**src/rtl/sys_wr_pkg.sv**
```systemverilog
// Shared types and size helpers for the system-bus stream writer.
package sys_wr_pkg;

    typedef enum logic [1:0] {
        ST_IDLE  = 2'd0,
        ST_WAIT  = 2'd1,
        ST_BURST = 2'd2
    } wr_state_t;

    function automatic int bytes_per_beat(input int dw);
        return dw / 8;
    endfunction

    function automatic int burst_bytes(input int burst, input int dw);
        return burst * (dw / 8);
    endfunction

endpackage

```
**src/rtl/sys_wr_fifo.sv**
```systemverilog
// Synchronous first-word-fall-through FIFO with flush; level is the pointer difference.
module sys_wr_fifo #(
    parameter int DW = 64,
    parameter int AW = 4
) (
    input  logic          clk,
    input  logic          rst,
    input  logic          flush,
    input  logic          push,
    input  logic [DW-1:0] din,
    input  logic          pop,
    output logic [DW-1:0] dout,
    output logic          full,
    output logic          empty,
    output logic [AW:0]   level
);
    localparam int DEPTH = 2 ** AW;

    logic [DW-1:0] mem_q [DEPTH];
    logic [AW:0]   wr_ptr_q, wr_ptr_d, rd_ptr_q, rd_ptr_d;
    logic          do_push, do_pop;

    // Pointers carry one extra wrap bit so full and empty are distinguishable.
    assign level   = wr_ptr_q - rd_ptr_q;
    assign full    = level[AW];
    assign empty   = (wr_ptr_q == rd_ptr_q);
    assign do_push = push & ~full;
    assign do_pop  = pop & ~empty;
    assign dout    = mem_q[rd_ptr_q[AW-1:0]];

    always_comb begin
        wr_ptr_d = wr_ptr_q;
        rd_ptr_d = rd_ptr_q;
        if (flush) begin
            wr_ptr_d = '0;
            rd_ptr_d = '0;
        end else begin
            if (do_push) wr_ptr_d = wr_ptr_q + (AW+1)'(1);
            if (do_pop)  rd_ptr_d = rd_ptr_q + (AW+1)'(1);
        end
    end

    always_ff @(posedge clk or posedge rst) begin
        if (rst) begin
            wr_ptr_q <= '0;
            rd_ptr_q <= '0;
        end else begin
            wr_ptr_q <= wr_ptr_d;
            rd_ptr_q <= rd_ptr_d;
        end
    end

    always_ff @(posedge clk) begin
        if (do_push && !flush) mem_q[wr_ptr_q[AW-1:0]] <= din;
    end

endmodule

```
**src/rtl/axi_sys_stream_writer.sv**
```systemverilog
// Streams in_data into a circular buffer on the system bus in fixed-length bursts.
// Optional SYS_WR_BURST_CNT_EN adds a completed-burst counter output.
module axi_sys_stream_writer
    import sys_wr_pkg::*;
#(
    parameter int AW      = 32,
    parameter int DW      = 64,
    parameter int LW      = 4,
    parameter int BURST   = 8,
    parameter int FIFO_AW = 4
) (
    input  logic            clk,
    input  logic            rst,
    input  logic [AW-1:0]   cfg_start,
    input  logic [AW-1:0]   cfg_end,
    input  logic            ctrl_start,
    input  logic            ctrl_stop,
    input  logic [DW-1:0]   in_data,
    input  logic            in_valid,
    output logic [AW-1:0]   waddr,
    output logic [DW-1:0]   wdata,
    output logic [DW/8-1:0] wsel,
    output logic [2:0]      wsize,
    output logic            wvalid,
    output logic [LW-1:0]   wlen,
    output logic            wfixed,
    input  logic            wrdy,
    input  logic            werr,
    output logic            busy,
    output logic [AW-1:0]   wr_addr,
    output logic            wrapped,
    output logic            overflow,
`ifdef SYS_WR_BURST_CNT_EN
    output logic [31:0]     burst_cnt,
`endif
    output logic            bus_err
);
    localparam logic [AW:0]      BB_INC    = (AW+1)'(burst_bytes(BURST, DW));
    localparam logic [LW:0]      LAST_BEAT = (LW+1)'(BURST - 1);
    localparam logic [FIFO_AW:0] BURST_LVL = (FIFO_AW+1)'(BURST);

    wr_state_t       state_q, state_d;
    logic [AW-1:0]   wr_addr_q, wr_addr_d, waddr_q, waddr_d;
    logic [LW:0]     beat_q, beat_d;
    logic            wvalid_q, wvalid_d, stop_pend_q, stop_pend_d;
    logic            wrapped_q, wrapped_d, overflow_q, overflow_d, bus_err_q, bus_err_d;
    logic [AW:0]     next_addr;
    logic            armed, start_go, beat_fire, last_beat;
    logic            fifo_push, fifo_pop, fifo_full, fifo_empty;
    logic [FIFO_AW:0] fifo_level;
    logic [DW-1:0]   fifo_head;

    assign armed     = (state_q != ST_IDLE);
    assign start_go  = (state_q == ST_IDLE) && ctrl_start && !ctrl_stop;
    assign beat_fire = wvalid_q & wrdy;
    assign last_beat = beat_fire && (beat_q == LAST_BEAT);
    assign fifo_push = armed & in_valid & ~fifo_full;
    assign fifo_pop  = beat_fire & ~fifo_empty;
    assign next_addr = {1'b0, wr_addr_q} + BB_INC;

    sys_wr_fifo #(.DW(DW), .AW(FIFO_AW)) u_fifo (
        .clk   (clk),
        .rst   (rst),
        .flush (start_go),
        .push  (fifo_push),
        .din   (in_data),
        .pop   (fifo_pop),
        .dout  (fifo_head),
        .full  (fifo_full),
        .empty (fifo_empty),
        .level (fifo_level)
    );

    always_comb begin
        state_d     = state_q;
        wr_addr_d   = wr_addr_q;
        waddr_d     = waddr_q;
        beat_d      = beat_q;
        wvalid_d    = wvalid_q;
        stop_pend_d = stop_pend_q;
        wrapped_d   = wrapped_q;
        overflow_d  = overflow_q | (armed & in_valid & fifo_full);
        bus_err_d   = bus_err_q | (beat_fire & werr);
        case (state_q)
            ST_IDLE: begin
                if (start_go) begin
                    state_d     = ST_WAIT;
                    wr_addr_d   = cfg_start;
                    stop_pend_d = 1'b0;
                end
            end
            ST_WAIT: begin
                // A stop here wins over a ready burst: nothing is in flight yet.
                if (ctrl_stop) begin
                    state_d = ST_IDLE;
                end else if (fifo_level >= BURST_LVL) begin
                    state_d  = ST_BURST;
                    wvalid_d = 1'b1;
                    waddr_d  = wr_addr_q;
                    beat_d   = '0;
                end
            end
            ST_BURST: begin
                if (ctrl_stop) stop_pend_d = 1'b1;
                if (beat_fire) beat_d = beat_q + (LW+1)'(1);
                if (last_beat) begin
                    wvalid_d    = 1'b0;
                    stop_pend_d = 1'b0;
                    state_d     = (stop_pend_q || ctrl_stop) ? ST_IDLE : ST_WAIT;
                    if (next_addr > {1'b0, cfg_end}) begin
                        wr_addr_d = cfg_start;
                        wrapped_d = 1'b1;
                    end else begin
                        wr_addr_d = next_addr[AW-1:0];
                    end
                end
            end
            default: state_d = ST_IDLE;
        endcase
    end

    always_ff @(posedge clk or posedge rst) begin
        if (rst) begin
            state_q     <= ST_IDLE;
            wr_addr_q   <= '0;
            waddr_q     <= '0;
            beat_q      <= '0;
            wvalid_q    <= 1'b0;
            stop_pend_q <= 1'b0;
            wrapped_q   <= 1'b0;
            overflow_q  <= 1'b0;
            bus_err_q   <= 1'b0;
        end else begin
            state_q     <= state_d;
            wr_addr_q   <= wr_addr_d;
            waddr_q     <= waddr_d;
            beat_q      <= beat_d;
            wvalid_q    <= wvalid_d;
            stop_pend_q <= stop_pend_d;
            wrapped_q   <= wrapped_d;
            overflow_q  <= overflow_d;
            bus_err_q   <= bus_err_d;
        end
    end

`ifdef SYS_WR_BURST_CNT_EN
    logic [31:0] burst_cnt_q, burst_cnt_d;

    always_comb begin
        burst_cnt_d = burst_cnt_q;
        if (start_go)       burst_cnt_d = '0;
        else if (last_beat) burst_cnt_d = burst_cnt_q + 32'd1;
    end

    always_ff @(posedge clk or posedge rst) begin
        if (rst) burst_cnt_q <= '0;
        else     burst_cnt_q <= burst_cnt_d;
    end

    assign burst_cnt = burst_cnt_q;
`endif

    // Head is masked outside a burst so wdata reads zero in reset and idle.
    assign wdata    = wvalid_q ? fifo_head : '0;
    assign waddr    = waddr_q;
    assign wvalid   = wvalid_q;
    assign wsel     = '1;
    assign wsize    = 3'($clog2(bytes_per_beat(DW)));
    assign wlen     = LW'(BURST - 1);
    assign wfixed   = 1'b0;
    assign busy     = armed;
    assign wr_addr  = wr_addr_q;
    assign wrapped  = wrapped_q;
    assign overflow = overflow_q;
    assign bus_err  = bus_err_q;

endmodule

```
**config.mk**
```make
export PLATFORM = sky130hd
export DESIGN_NAME = axi_sys_stream_writer
export DESIGN_NICKNAME = d
export VERILOG_FILES = /design/src/rtl/sys_wr_pkg.sv /design/src/rtl/sys_wr_fifo.sv /design/src/rtl/axi_sys_stream_writer.sv
export SDC_FILE = /design/constraint.sdc
export NUM_CORES = 1
export LEC_CHECK = 0
export BUFFER_PORTS_ARGS = -buffer_cell sky130_fd_sc_hd__buf_2
export CAP_MARGIN = 20
export CORE_UTILIZATION = 30
export CTS_CLUSTER_DIAMETER = 50
export DETAILED_ROUTE_END_ITERATION = 12
export PLACE_DENSITY_LB_ADDON = 0.08
export SYNTH_ARGS = -nofsm -noshare
export SYNTH_HDL_FRONTEND = slang
export SYNTH_SLANG_ARGS = --single-unit
```
**constraint.sdc**
```tcl
create_clock -name clk -period 7.85 [get_ports clk]
set_input_delay 0.785 -clock clk [delete_from_list [all_inputs] [get_ports clk]]
set_output_delay 0.785 -clock clk [all_outputs]
set_load 0.02 [all_outputs]
```
* Yosys cells after proc, flatten, opt, wreduce, memory -nomap -nowiden
Memory sizes are Yosys's and may differ from the RTL's.
Index checks and enable logic that the tools add are counted.
** Storage, ports and cells
- Bits in registers :: 86
- Memories :: 1
- Output and inout bits :: 149
- Bits of input ports :: 135
- Bits in writable memories :: 1024
- Word-level logic and storage cells :: 92
** Operators by class
- Muxes and demuxes :: 29
- Add/sub/neg operators :: 5
- Equality and inequality tests :: 11
- Order comparisons :: 2
- Reduce and logical (&&, ||, !) cells :: 20
- Bitwise gates (word level) :: 13
** Memories
- u_fifo.mem_q :: words 16, bits a word 64, rd ports 1, clocked after memory_dff 0, wr ports 1, RTL line sys_wr_fifo.sv:19 : logic [DW-1:0] mem_q [DEPTH];
** Operators by type and width (number)
- 2-to-1 mux 32 bit :: 3
- 2-to-1 mux 64 bit :: 1
- one-hot mux 32 bit (2 select lines) :: 1
- 2-to-1 mux 5 bit :: 7
- adder 32 x 7 -> 33 bit (second input constant) :: 1
- greater-than comparator 33 x 32 -> 1 bit :: 1
- adder 5 x 1 -> 5 bit (second input constant) :: 3
- AND reduction 3 bit :: 5
- one-hot mux 5 bit (2 select lines) :: 1
- nonzero test 2 bit :: 5
- 2-to-1 mux 1 bit :: 9
- bitwise AND 1 bit :: 8
- 2-to-1 mux 2 bit :: 4
- != test 2 bit (second input constant) :: 4
- AND reduction 4 bit :: 2
- != test 3 bit (second input constant) :: 2
- one-hot mux 2 bit (3 select lines) :: 1
- == test 5 x 3 -> 1 bit (second input constant) :: 1
- == test 5 bit :: 1
- >= comparator 5 x 4 -> 1 bit (second input constant) :: 1
- subtractor 5 bit :: 1
- logical AND 1 bit :: 4
- one-hot mux 1 bit (2 select lines) :: 2
- NOT 1 bit :: 3
- other kinds (7) :: 9

* Depth between registers and ports, before layout
Gate-level depths: netlist of run 1.
- Depth after elaboration :: 7
- Depth in mapped cells :: 17
- Gate-level depth less buffers :: 15

* Modules after synthesis
From an unflattened synthesis of run 1, not the netlist that was laid out.
** Second synthesis, totals
- Cells, all modules :: 2301
- Area, all modules :: 44664.1 sq um
** By module, submodules not included
- sys_wr_fifo :: area an instance 39310.2 sq um, sequential area each 30999.7 sq um, times used 1, cells an instance 1683
- axi_sys_stream_writer :: area an instance 5353.9 sq um, sequential area each 1901.8 sq um, times used 1, cells an instance 618

* Least setup slack after synthesis of run 1
Ideal clock, no wire load.
- Path kind :: reg-to-reg
- From :: register u_fifo.rd_ptr_q[2]
- To :: memory u_fifo.mem_q[3][0] (enable)
- Path slack :: 0.382 ns
- Stages on the path, launching flop included :: 11
- Data arrival time :: 6.904 ns
- Path buffers :: 2
- Clock period less this slack :: 7.468 ns
- Cells stage by stage :: dfrtp_1 -> buf_1 -> clkbuf_1 -> inv_1 -> ha_1 -> nor2b_1 -> o21ai_0 -> nand3_1 -> a21oi_1 -> nand2_1 -> nor3_1
** Between the ends
- Longest elaborated chain between the ends :: 7
** RTL lines
- start: declaration :: RTL line sys_wr_fifo.sv:20 : logic [AW:0] wr_ptr_q, wr_ptr_d, rd_ptr_q, rd_ptr_d;
- start signal: assignment :: RTL line sys_wr_fifo.sv:49 : rd_ptr_q <= rd_ptr_d;
- subtractor 5 bit * :: RTL line sys_wr_fifo.sv:24 : assign level = wr_ptr_q - rd_ptr_q;
- NOT 1 bit * :: RTL line sys_wr_fifo.sv:27, axi_sys_stream_writer.sv:57
- bitwise AND 1 bit :: RTL line axi_sys_stream_writer.sv:57 : assign fifo_push = armed & in_valid & ~fifo_full;
- bitwise AND 1 bit * :: RTL line sys_wr_fifo.sv:27 : assign do_push = push & ~full;
- logical AND 1 bit * :: RTL line sys_wr_fifo.sv:54 : if (do_push && !flush) mem_q[wr_ptr_q[AW-1:0]] <= din;
- 2-to-1 mux 1 bit * :: RTL line sys_wr_fifo.sv:54
- 2-to-1 mux 1 bit (not written as such) * :: RTL line sys_wr_fifo.sv:54
- end: declaration :: RTL line sys_wr_fifo.sv:19
Every way passes the cells marked *; elsewhere a longest branch is shown, timed or not.

* Worst setup path after layout of run 1
- From :: register u_fifo.rd_ptr_q[0]
- To :: output wdata[0]
** Between the ends
- Longest elaborated chain between the ends :: 2
** RTL lines
- memory read (16 x 64 bit)
- 2-to-1 mux 64 bit :: RTL line axi_sys_stream_writer.sv:164 : assign wdata = wvalid_q ? fifo_head : '0;
- end: declaration :: RTL line axi_sys_stream_writer.sv:21 : output logic [DW-1:0] wdata,
Every way passes these cells.

==> PnR_summary.wiki, run 1 <==
{| class="wikitable"
! Metric !! Value
|-
| Run status || finished clean
|-
| Number of flops mapped to enable cells by yosys || between 1,000 and 1,500
|-
| Maximum net fanout on the critical path || 98
|-
| End of the worst register-to-register path || wr_addr[2]
|-
| Placeable core area || ~150,000 µm²
|-
| Part of the power in registers || 38.4%
|-
| Remaining routing DRC violations || 0
|-
| Number of search-and-repair iterations in the first detailed-routing pass || 5
|-
| Proportion of layout cells with a drive suffix above 1 || a little over a third
|-
| Initial core utilization || 30.4%
|-
| First-pass GRT wire length || approximately 180 mm
|-
| Cell Area, Synth || between 40,000 and 50,000 µm²
|-
| Routability-driven placement congestion ratio || 0.767
|-
| Leakage || 17.6 nW
|-
| Reg-to-reg startpoint || wr_addr[6]
|-
| Fraction of registers with async set/reset || approximately 7.7%
|-
| Via-to-Cell Ratio || 4.99
|-
| NetSw || just under 6 mW
|-
| CTS root buffer || clkbuf_16
|-
| HP Class || input pin to asynchronous set/reset pin
|-
| Final Cycle Share || a little under three quarters
|-
| Worst slew pin tran || around 1.0 ns
|-
| Synth Flop Type || edfxtp_1
|-
| Port bufs || roughly 270
|-
| Comb power frac || between 20% and 30%
|-
| Detailed placement HPWL || 63.7 mm
|-
| Data required time of the worst path || between 7 and 8 ns
|-
| Total power after layout || ~19 mW
|-
| Synth unique cells || between 50 and 60
|-
| Number of setup violations in the final report || 0
|-
| CTS max path bufs || 3
|-
| Overall Global Routing Usage || between 10% and 20%
|-
| Clock network fraction of design power || about a third
|-
| Post-route setup TNS || 0 ns
|-
| Kind of capture point of the worst setup path || output port
|-
| Synth Instances || 2,119
|-
| Cts repair resizes || 0
|-
| Final number of max-transition violations || 0
|-
| Vertical die dimension || roughly 390 µm
|-
| Flop-to-flop setup slack || between 2 and 3 ns
|-
| Achievable Freq || between 150 and 200 MHz
|-
| Via count of the first global-routing pass || approximately 24,000
|-
| Internal power summed over all cells || 13.1 mW
|-
| Insertion delay of the later-clocked pin in the worst-skew pair || between 0.7 and 0.8 ns
|-
| Switching Share || 31.0%
|-
| Min cycle time layout || 5.64 ns
|-
| Antenna Violating Nets Remaining || 0
|-
| Final number of hold-violating endpoints || 0
|-
| Sequential fraction of the synthesis area || 74.0%
|-
| Residual overflow from global routing || 0
|-
| Clock sink count || about 1,100
|-
| Via count || between 20,000 and 25,000
|-
| Number of post-CTS setup repair buffers || 0
|-
| Initial drt markers || approximately 1,600
|-
| Clk slew on worst S/H paths || 0.05 ns
|-
| Width of the die || between 300 and 400 µm
|-
| CP arrival || between 4 and 5 ns
|-
| Top Ports || between 200 and 300
|-
| Number of levels in the clock H-tree || 4
|-
| Nature of the critical path startpoint || flop
|-
| Number of antenna violations at the first check in global routing || 24
|-
| WL final || approximately 120 mm
|-
| IR drop worst, VDD || around 0.26 mV
|-
| Flops & latches, synth || ~1,100
|-
| Final Skew || 0.0321 ns
|-
| Fin util || 36.3%
|-
| Placement-stage worst setup slack || 2.77 ns
|-
| Number of warnings printed during yosys synthesis || 0
|-
| Nets || between 2,000 and 3,000
|-
| Clock buffers created by TritonCTS || around 150
|-
| Floorplan die area || 150,000 µm²
|-
| Std cell rows || 140
|-
| Layout area overhead || 19.4%
|-
| Relative max-transition margin || about a third
|-
| CTS tree || yes
|-
| Final worst-path setup slack || 2.21 ns
|-
| R2R depth || 16
|-
| Pwr Density || between 300 and 400 nW/µm²
|-
| Category of the most critical setup path || flop to output port
|-
| Number of maximum-capacitance constraint violations || 0
|-
| Maximum number of pins on one net before global-route repair || around 110
|-
| Number of hold buffers added after CTS || 0
|-
| Setup repair after global routing missed its margin || false
|-
| Synthesized area divided by synthesized cell count || 21.0 µm²
|-
| Average detailed-routed wire length per instance || approximately 27 µm
|}
[state kept, by name, summed over array words and instances, names as in the netlist]
| signal | cells |
|---|---|
| u_fifo.wr_ptr_q | 5 |
| wvalid | 1 |
| wr_addr | 32 |
| u_fifo.rd_ptr_q | 5 |
| overflow | 1 |
| bus_err | 1 |
| u_fifo.mem_q | 1024 |
| state_q | 2 |
| stop_pend_q | 1 |
| waddr | 32 |
| beat_q | 5 |
| wrapped | 1 |
[cell usage after synthesis, types with 5 or more instances]
cell type / number / area share, %
and2_1: 75 / 1.1
nand2_1: 61 / 0.51
and3_1: 29 / 0.41
o211ai_1: 12 / 0.20
nor2b_1: 7 / 0.098
xnor2_1: 23 / 0.45
a21oi_1: 15 / 0.17
buf_1: 16 / 0.13
a311o_1: 13 / 0.29
o2111ai_1: 5 / 0.098
a41oi_1: 12 / 0.24
a21o_1: 5 / 0.084
clkbuf_1: 71 / 0.60
buf_4: 18 / 0.30
nand4_1: 29 / 0.41
mux4_2: 320 / 16
ha_1: 43 / 1.2
mux2_2: 34 / 0.86
buf_2: 26 / 0.29
nand3_1: 16 / 0.18
dfrtp_1: 86 / 4.8
nor3_1: 17 / 0.19
inv_1: 46 / 0.39
xor2_1: 12 / 0.24
o21ai_0: 9 / 0.10
edfxtp_1: 1024 / 69
nor2_1: 37 / 0.31
a31oi_1: 13 / 0.18
[power by group through the flow]
stage	Clock (mW)	Sequential [mW]	Combinational, mW
2_1_floorplan	0	7.30	3.48
3_3_place_gp	0	7.40	5.24
3_5_place_dp	0	7.42	5.27
4_1_cts	6.73	7.30	5.29
5_1_grt	6.95	7.34	5.54
6_report	6.52	7.28	5.14
[cells by family after synthesis]
family / Yosys count / synth area share, %
xor gates and xnor gates: 35 / 0.689
buffers and inverters: 178 / 1.74
and+or+nand+nor: 293 / 3.54
other: 2 / 0.0169
AOI/OAI and AO/OA: 101 / 1.70
adders and majority gates: 44 / 1.25
muxes: 356 / 17.1
DFF: 1110 / 74.0
[area by class of cell]
class,instances,area [µm²]
inverters,46,179
clock inverters,89,813
clock buffers,180,3980
well taps,1917,2400
repair buffers,309,1850
multi-input cells,845,11000
diodes,3,7.51
fillers,13500,93300
flip-flops and latches,1110,32900
[how the worst max path moves through the flow]
stage / to / from / cells after the start / slack [ns]
2_1_floorplan: u_fifo.mem_q[3][0] / u_fifo.rd_ptr_q[2] / 10 / 0.38
3_3_place_gp: u_fifo.mem_q[0][50] / u_fifo.rd_ptr_q[2] / 10 / 2.74
3_5_place_dp: wr_addr[4] / wr_addr[7] / 16 / 2.77
4_1_cts: wdata[0] / u_fifo.rd_ptr_q[0] / 6 / 1.91
5_1_grt: wdata[0] / u_fifo.rd_ptr_q[0] / 6 / 1.78
6_report: wdata[0] / u_fifo.rd_ptr_q[0] / 6 / 2.21
[per-layer routing]
metal / vias up / GRT usage (%) / wire, µm
met1: 12100 / 21.5 / 52900
li1: 9480 / - / -
met3: 194 / 3.68 / 6670
met2: 628 / 26.7 / 58900
met5: - / 0 / 123
met4: 20 / 4.58 / 2570
[placed cells by master, fill, tap and decap left out, types with 6 or more instances in the layout]
cell type	n
a21oi_1	15
a311o_1	13
a31oi_1	13
a41oi_1	12
and2_1	75
and3_1	29
buf_12	13
buf_2	267
buf_4	27
bufinv_16	10
clkbuf_1	23
clkbuf_16	154
clkinv_1	22
clkinv_2	26
clkinv_4	10
clkinvlp_4	7
conb_1	16
dfrtp_1	82
edfxtp_1	1024
ha_1	43
inv_1	44
inv_6	10
mux2_2	34
mux4_2	320
nand2_1	61
nand3_1	16
nand4_1	29
nor2_1	25
nor2_4	12
nor2b_1	6
nor3_1	13
o211ai_1	12
o21ai_0	9
xnor2_1	23
xor2_1	12
[critical path, cell delays in order (launching register included)]
cell	delay (ns)
dfrtp_4	0.98
buf_12	0.68
buf_4	0.78
mux4_2	0.60
mux4_2	0.51
and2_1	0.17
buf_2	0.15
[metrics by stage]
step	hold slack, ns	std cells	area (µm²)
after floorplan	0.448	2133	44500
after CTS	0.0805	4495	53100
after global placement	0.445	4225	48300
final	0.120	4499	53100
after detailed placement	0.461	4226	48300
after global routing	0.138	4496	53100
Power figures use the tool's default switching activity.
==> inputs of run 2 (changes only) <==
--- a/config.mk
+++ b/config.mk
@@ -5,6 +5,7 @@
 export SDC_FILE = /design/constraint.sdc
 export NUM_CORES = 1
 export LEC_CHECK = 0
+export ABC_AREA = 1
 export BUFFER_PORTS_ARGS = -buffer_cell sky130_fd_sc_hd__buf_2
 export CAP_MARGIN = 20
 export CORE_UTILIZATION = 30
==> constraint.sdc (replaced) <==
create_clock -name clk -period 5.89 [get_ports clk]
set_input_delay 0.589 -clock clk [delete_from_list [all_inputs] [get_ports clk]]
set_output_delay 0.589 -clock clk [all_outputs]
set_load 0.02 [all_outputs]
==> run 2 against run 1 <==
  * Largest cell class unchanged
  * Area after synthesis rose by 1.5%
  * Synthesized cell count rose by 71%
  * Highest routed layer unchanged
  * Cell count rose by 33%
  * Hold slack improved by 0.015 ns
  * Routed wire length rose by 16%
  * Clock power rose by 36%
  * Count of clock-buffer cells in the layout fell by 7
  * Critical path depth rose by 1
  * The flow now finishes with violations (design-rule violations)
  * Register-to-register slack got worse by 1.0 ns
==> PnR_summary.wiki, run 2 <==
{| class="wikitable"
! Metric !! Value
|-
| CTS tree || yes
|-
| Number of antenna violations at the first check in global routing || 17
|-
| Clk slew on worst S/H paths || roughly 0.050 ns
|-
| Layout area overhead || 19.0%
|-
| Leading cell type by number of instances after synthesis || edfxtp_1
|-
| Met1 capacity usage during global routing || between 20% and 30%
|-
| Flops & latches, synth || between 1,000 and 1,500
|-
| Number of maximum-capacitance constraint violations || 0
|-
| Category of the most critical setup path || flop to output port
|-
| Number of levels in the clock H-tree || 4
|-
| Synth unique cells || 44
|-
| Nets || just over 4,000
|-
| Cell types with the largest area share after synthesis || edfxtp_1, o21ai_0, dfrtp_1
|-
| Via count of the first global-routing pass || approximately 29,000
|-
| M3 GR Usage || between 2 and 3%
|-
| Highest-count cells in the layout ignoring fill and taps || edfxtp_1, o21ai_0, nor2_1
|-
| Floorplan die area || around 150,000 µm²
|-
| Number of warnings printed during yosys synthesis || 0
|-
| Overall Global Routing Usage || 18.2%
|-
| Number of search-and-repair iterations in the first detailed-routing pass || 9
|-
| Clock sink count || between 1,000 and 1,500
|-
| Number of flip-flops under the largest register name || 1,024
|-
| Routability-driven placement congestion ratio || roughly 0.79
|-
| Average detailed-routed wire length per instance || about 23 µm
|-
| Remaining routing DRC violations || 2
|-
| Final Skew || approximately 0.030 ns
|-
| First-pass GRT wire length || roughly 200 mm
|-
| Achievable Freq || around 210 MHz
|-
| Number of post-CTS setup repair buffers || 0
|-
| Top Ports || approximately 280
|-
| Relative max-transition margin || between 20% and 30%
|-
| Total power after layout || ~26 mW
|-
| Synthesized area divided by synthesized cell count || 12.5 µm²
|-
| Placeable core area || between 100,000 and 150,000 µm²
|-
| Synth Instances || between 3,000 and 4,000
|-
| Antenna Violating Nets Remaining || 0
|-
| Maximum net fanout on the critical path || approximately 140
|-
| Cell Area, Synth || 45,200 µm²
|-
| Number of flops mapped to enable cells by yosys || approximately 1,000
|-
| Initial drt markers || just over 2,000
|-
| Delay of the slowest cell on the worst path || between 0.7 and 0.8 ns
|-
| Buffers and inverters on the worst path || 3
|-
| Std cell rows || ~140
|-
| Width of the die || just under 400 µm
|-
| GR peak layer || met2
|-
| Kind of capture point of the worst setup path || output port
|-
| HP Class || input pin to flop
|-
| Area fraction of the dominant cell type after synthesis || between 60% and 70%
|-
| Via count || between 20,000 and 30,000
|-
| Worst slew pin tran || around 1.1 ns
|-
| Initial core utilization || about 30%
|-
| Leading area contributor after synthesis || edfxtp_1
|-
| Residual overflow from global routing || 0
|-
| Most frequent cells after synthesis || edfxtp_1, nor2_1, o21ai_0
|-
| Clock buffers created by TritonCTS || roughly 150
|-
| WL final || ~140 mm
|-
| Slowest cell on crit path || dfrtp_4
|-
| CTS root buffer || clkbuf_16
|-
| Fraction of registers with async set/reset || under 10%
|-
| Synth Flop Type || edfxtp_1
|-
| Leading cell type in the layout, fill and taps excluded || edfxtp_1
|-
| Worst slack on hold paths || about 0.14 ns
|-
| Final Cycle Share || between 70% and 80%
|-
| Top cell family by delay on the critical path || buffers and inverters
|-
| Number of setup violations in the final report || 0
|-
| Vertical die dimension || 390 µm
|-
| CTS max path bufs || 3
|-
| GR Util met2 || 29.7%
|-
| Pwr Density || between 400 and 500 nW/µm²
|-
| Cell breakdown of the critical path || inv_8 > buf_4 > o21ai_0 > o22ai_1 > nand2_1 > a31oi_1 > buf_2
|-
| Port bufs || between 200 and 300
|-
| Fill count || about 15,000
|-
| Maximum number of pins on one net before global-route repair || between 150 and 200
|-
| Via-to-Cell Ratio || about 5
|-
| Post-route setup TNS || 0 ns
|-
| Nature of the critical path startpoint || flop
|-
| Setup repair after global routing missed its margin || false
|-
| Placement-stage worst setup slack || roughly 1.7 ns
|-
| Final worst-path setup slack || between 1 and 1.5 ns
|-
| Leakage || roughly 19 nW
|-
| Run status || finished with violations
|-
| Insertion delay of the later-clocked pin in the worst-skew pair || between 0.7 and 0.8 ns
|-
| Min cycle time layout || ~4.7 ns
|-
| Violated checks || design-rule violations
|-
| IR drop worst, VDD || 0.308 mV
|-
| Final number of hold-violating endpoints || 0
|-
| Sequential fraction of the synthesis area || 72.8%
|-
| Detailed placement HPWL || 73.9 mm
|-
| Final number of max-transition violations || 0
|-
| CP arrival || approximately 4.1 ns
|-
| Data required time of the worst path || roughly 5.3 ns
|-
| Proportion of layout cells with a drive suffix above 1 || between 10% and 20%
|}
-- run 2: cell types whose count changed after synthesis, moves of 21 or more --
cell / change
o21ai_0: +543
and3_1: -29
mux2_2: -33
a31oi_1: +51
o22ai_1: +156
nor2_1: +530
mux4_2: -320
nand3_1: +93
nand2_1: +320
and2_1: -75
inv_1: +95
o221ai_1: +102
clkbuf_1: +109
nand4_1: -21
-- run 2: area by class of cell --
cell class	count	area, µm²	share of cell area [%]
clock inverter	95	993	1.85
clock buffer	173	3840	7.14
tap	2016	2520	4.69
inverter	149	584	1.09
timing repair buffer	334	2080	3.87
multi-input combinational	2126	10800	20.1
sequential	1110	32900	61.2
antenna	1	2.50	0.00465
-- run 2: final timing paths --
check,to,cells past startpoint,start,slack (ns)
worst max register to register,u_fifo.mem_q[12][50],10,u_fifo.rd_ptr_q[2],1.82
worst min-delay path,wr_addr[21],5,cfg_start[21],0.14
max in group asynchronous,u_fifo.rd_ptr_q[1],4,rst,4.30
worst max-delay path,wdata[20],7,u_fifo.rd_ptr_q[0],1.18
min in group asynchronous,bus_err,3,rst,0.41
worst min register to register,bus_err,1,bus_err,0.46
-- run 2: power by group --
group,switching (mW),internal (mW)
clock network,3.51,5.38
registers,0.484,9.00
logic,5.78,2.27
total,9.78,16.7
-- run 2: per-layer routing --
metal | up-vias | wire length [µm] | part of all wire [%]
met5 | - | 23 | 0.016
met4 | 4 | 3170 | 2.3
met3 | 215 | 5540 | 4.0
met2 | 636 | 66500 | 48
met1 | 14900 | 64700 | 46
li1 | 13800 | - | -
-- run 2: timing repair --
item | 4_1_cts | 5_1_grt
hold buffers | 2 | 0
endpoints found under the hold margin | 38 | 0
resized for setup | 0 | 0
-- run 2: logic make-up (layout without fill, tap and decap cells) --
| kind of cell | after synthesis | in the layout | share of synthesized area [%] |
|---|---|---|---|
| DFF | 1110 | 1110 | 72.8 |
| and+or+nand+nor | 1099 | 1099 | 9.71 |
| AOI/OAI and AO/OA | 947 | 947 | 12.2 |
| buffers and inverters | 394 | 751 | 3.61 |
| adders and majority gates | 44 | 44 | 1.24 |
| xor gates and xnor gates | 19 | 19 | 0.368 |
| other | 2 | 17 | 0.0166 |
| muxes | 1 | 1 | 0.0249 |
-- run 2: worst register-to-register path, delay by kind of cell (launching register included) --
family	cells	cell delay, ns
AOI/OAI and AO/OA	1	0.07
xor gates and xnor gates	1	0.29
adders and majority gates	1	0.36
buffers and inverters	3	0.56
DFF	1	0.99
and+or+nand+nor	4	1.42
-- run 2: per-stage QoR --
step                utilization (%)  instances  cell area, µm²
floorplan                         -       3630           45200
global placement               32.7       5733           48900
detailed placement             32.7       5733           48900
CTS                            35.9       6003           53800
global route                   35.9       6003           53800
finish                         35.9       6004           53800
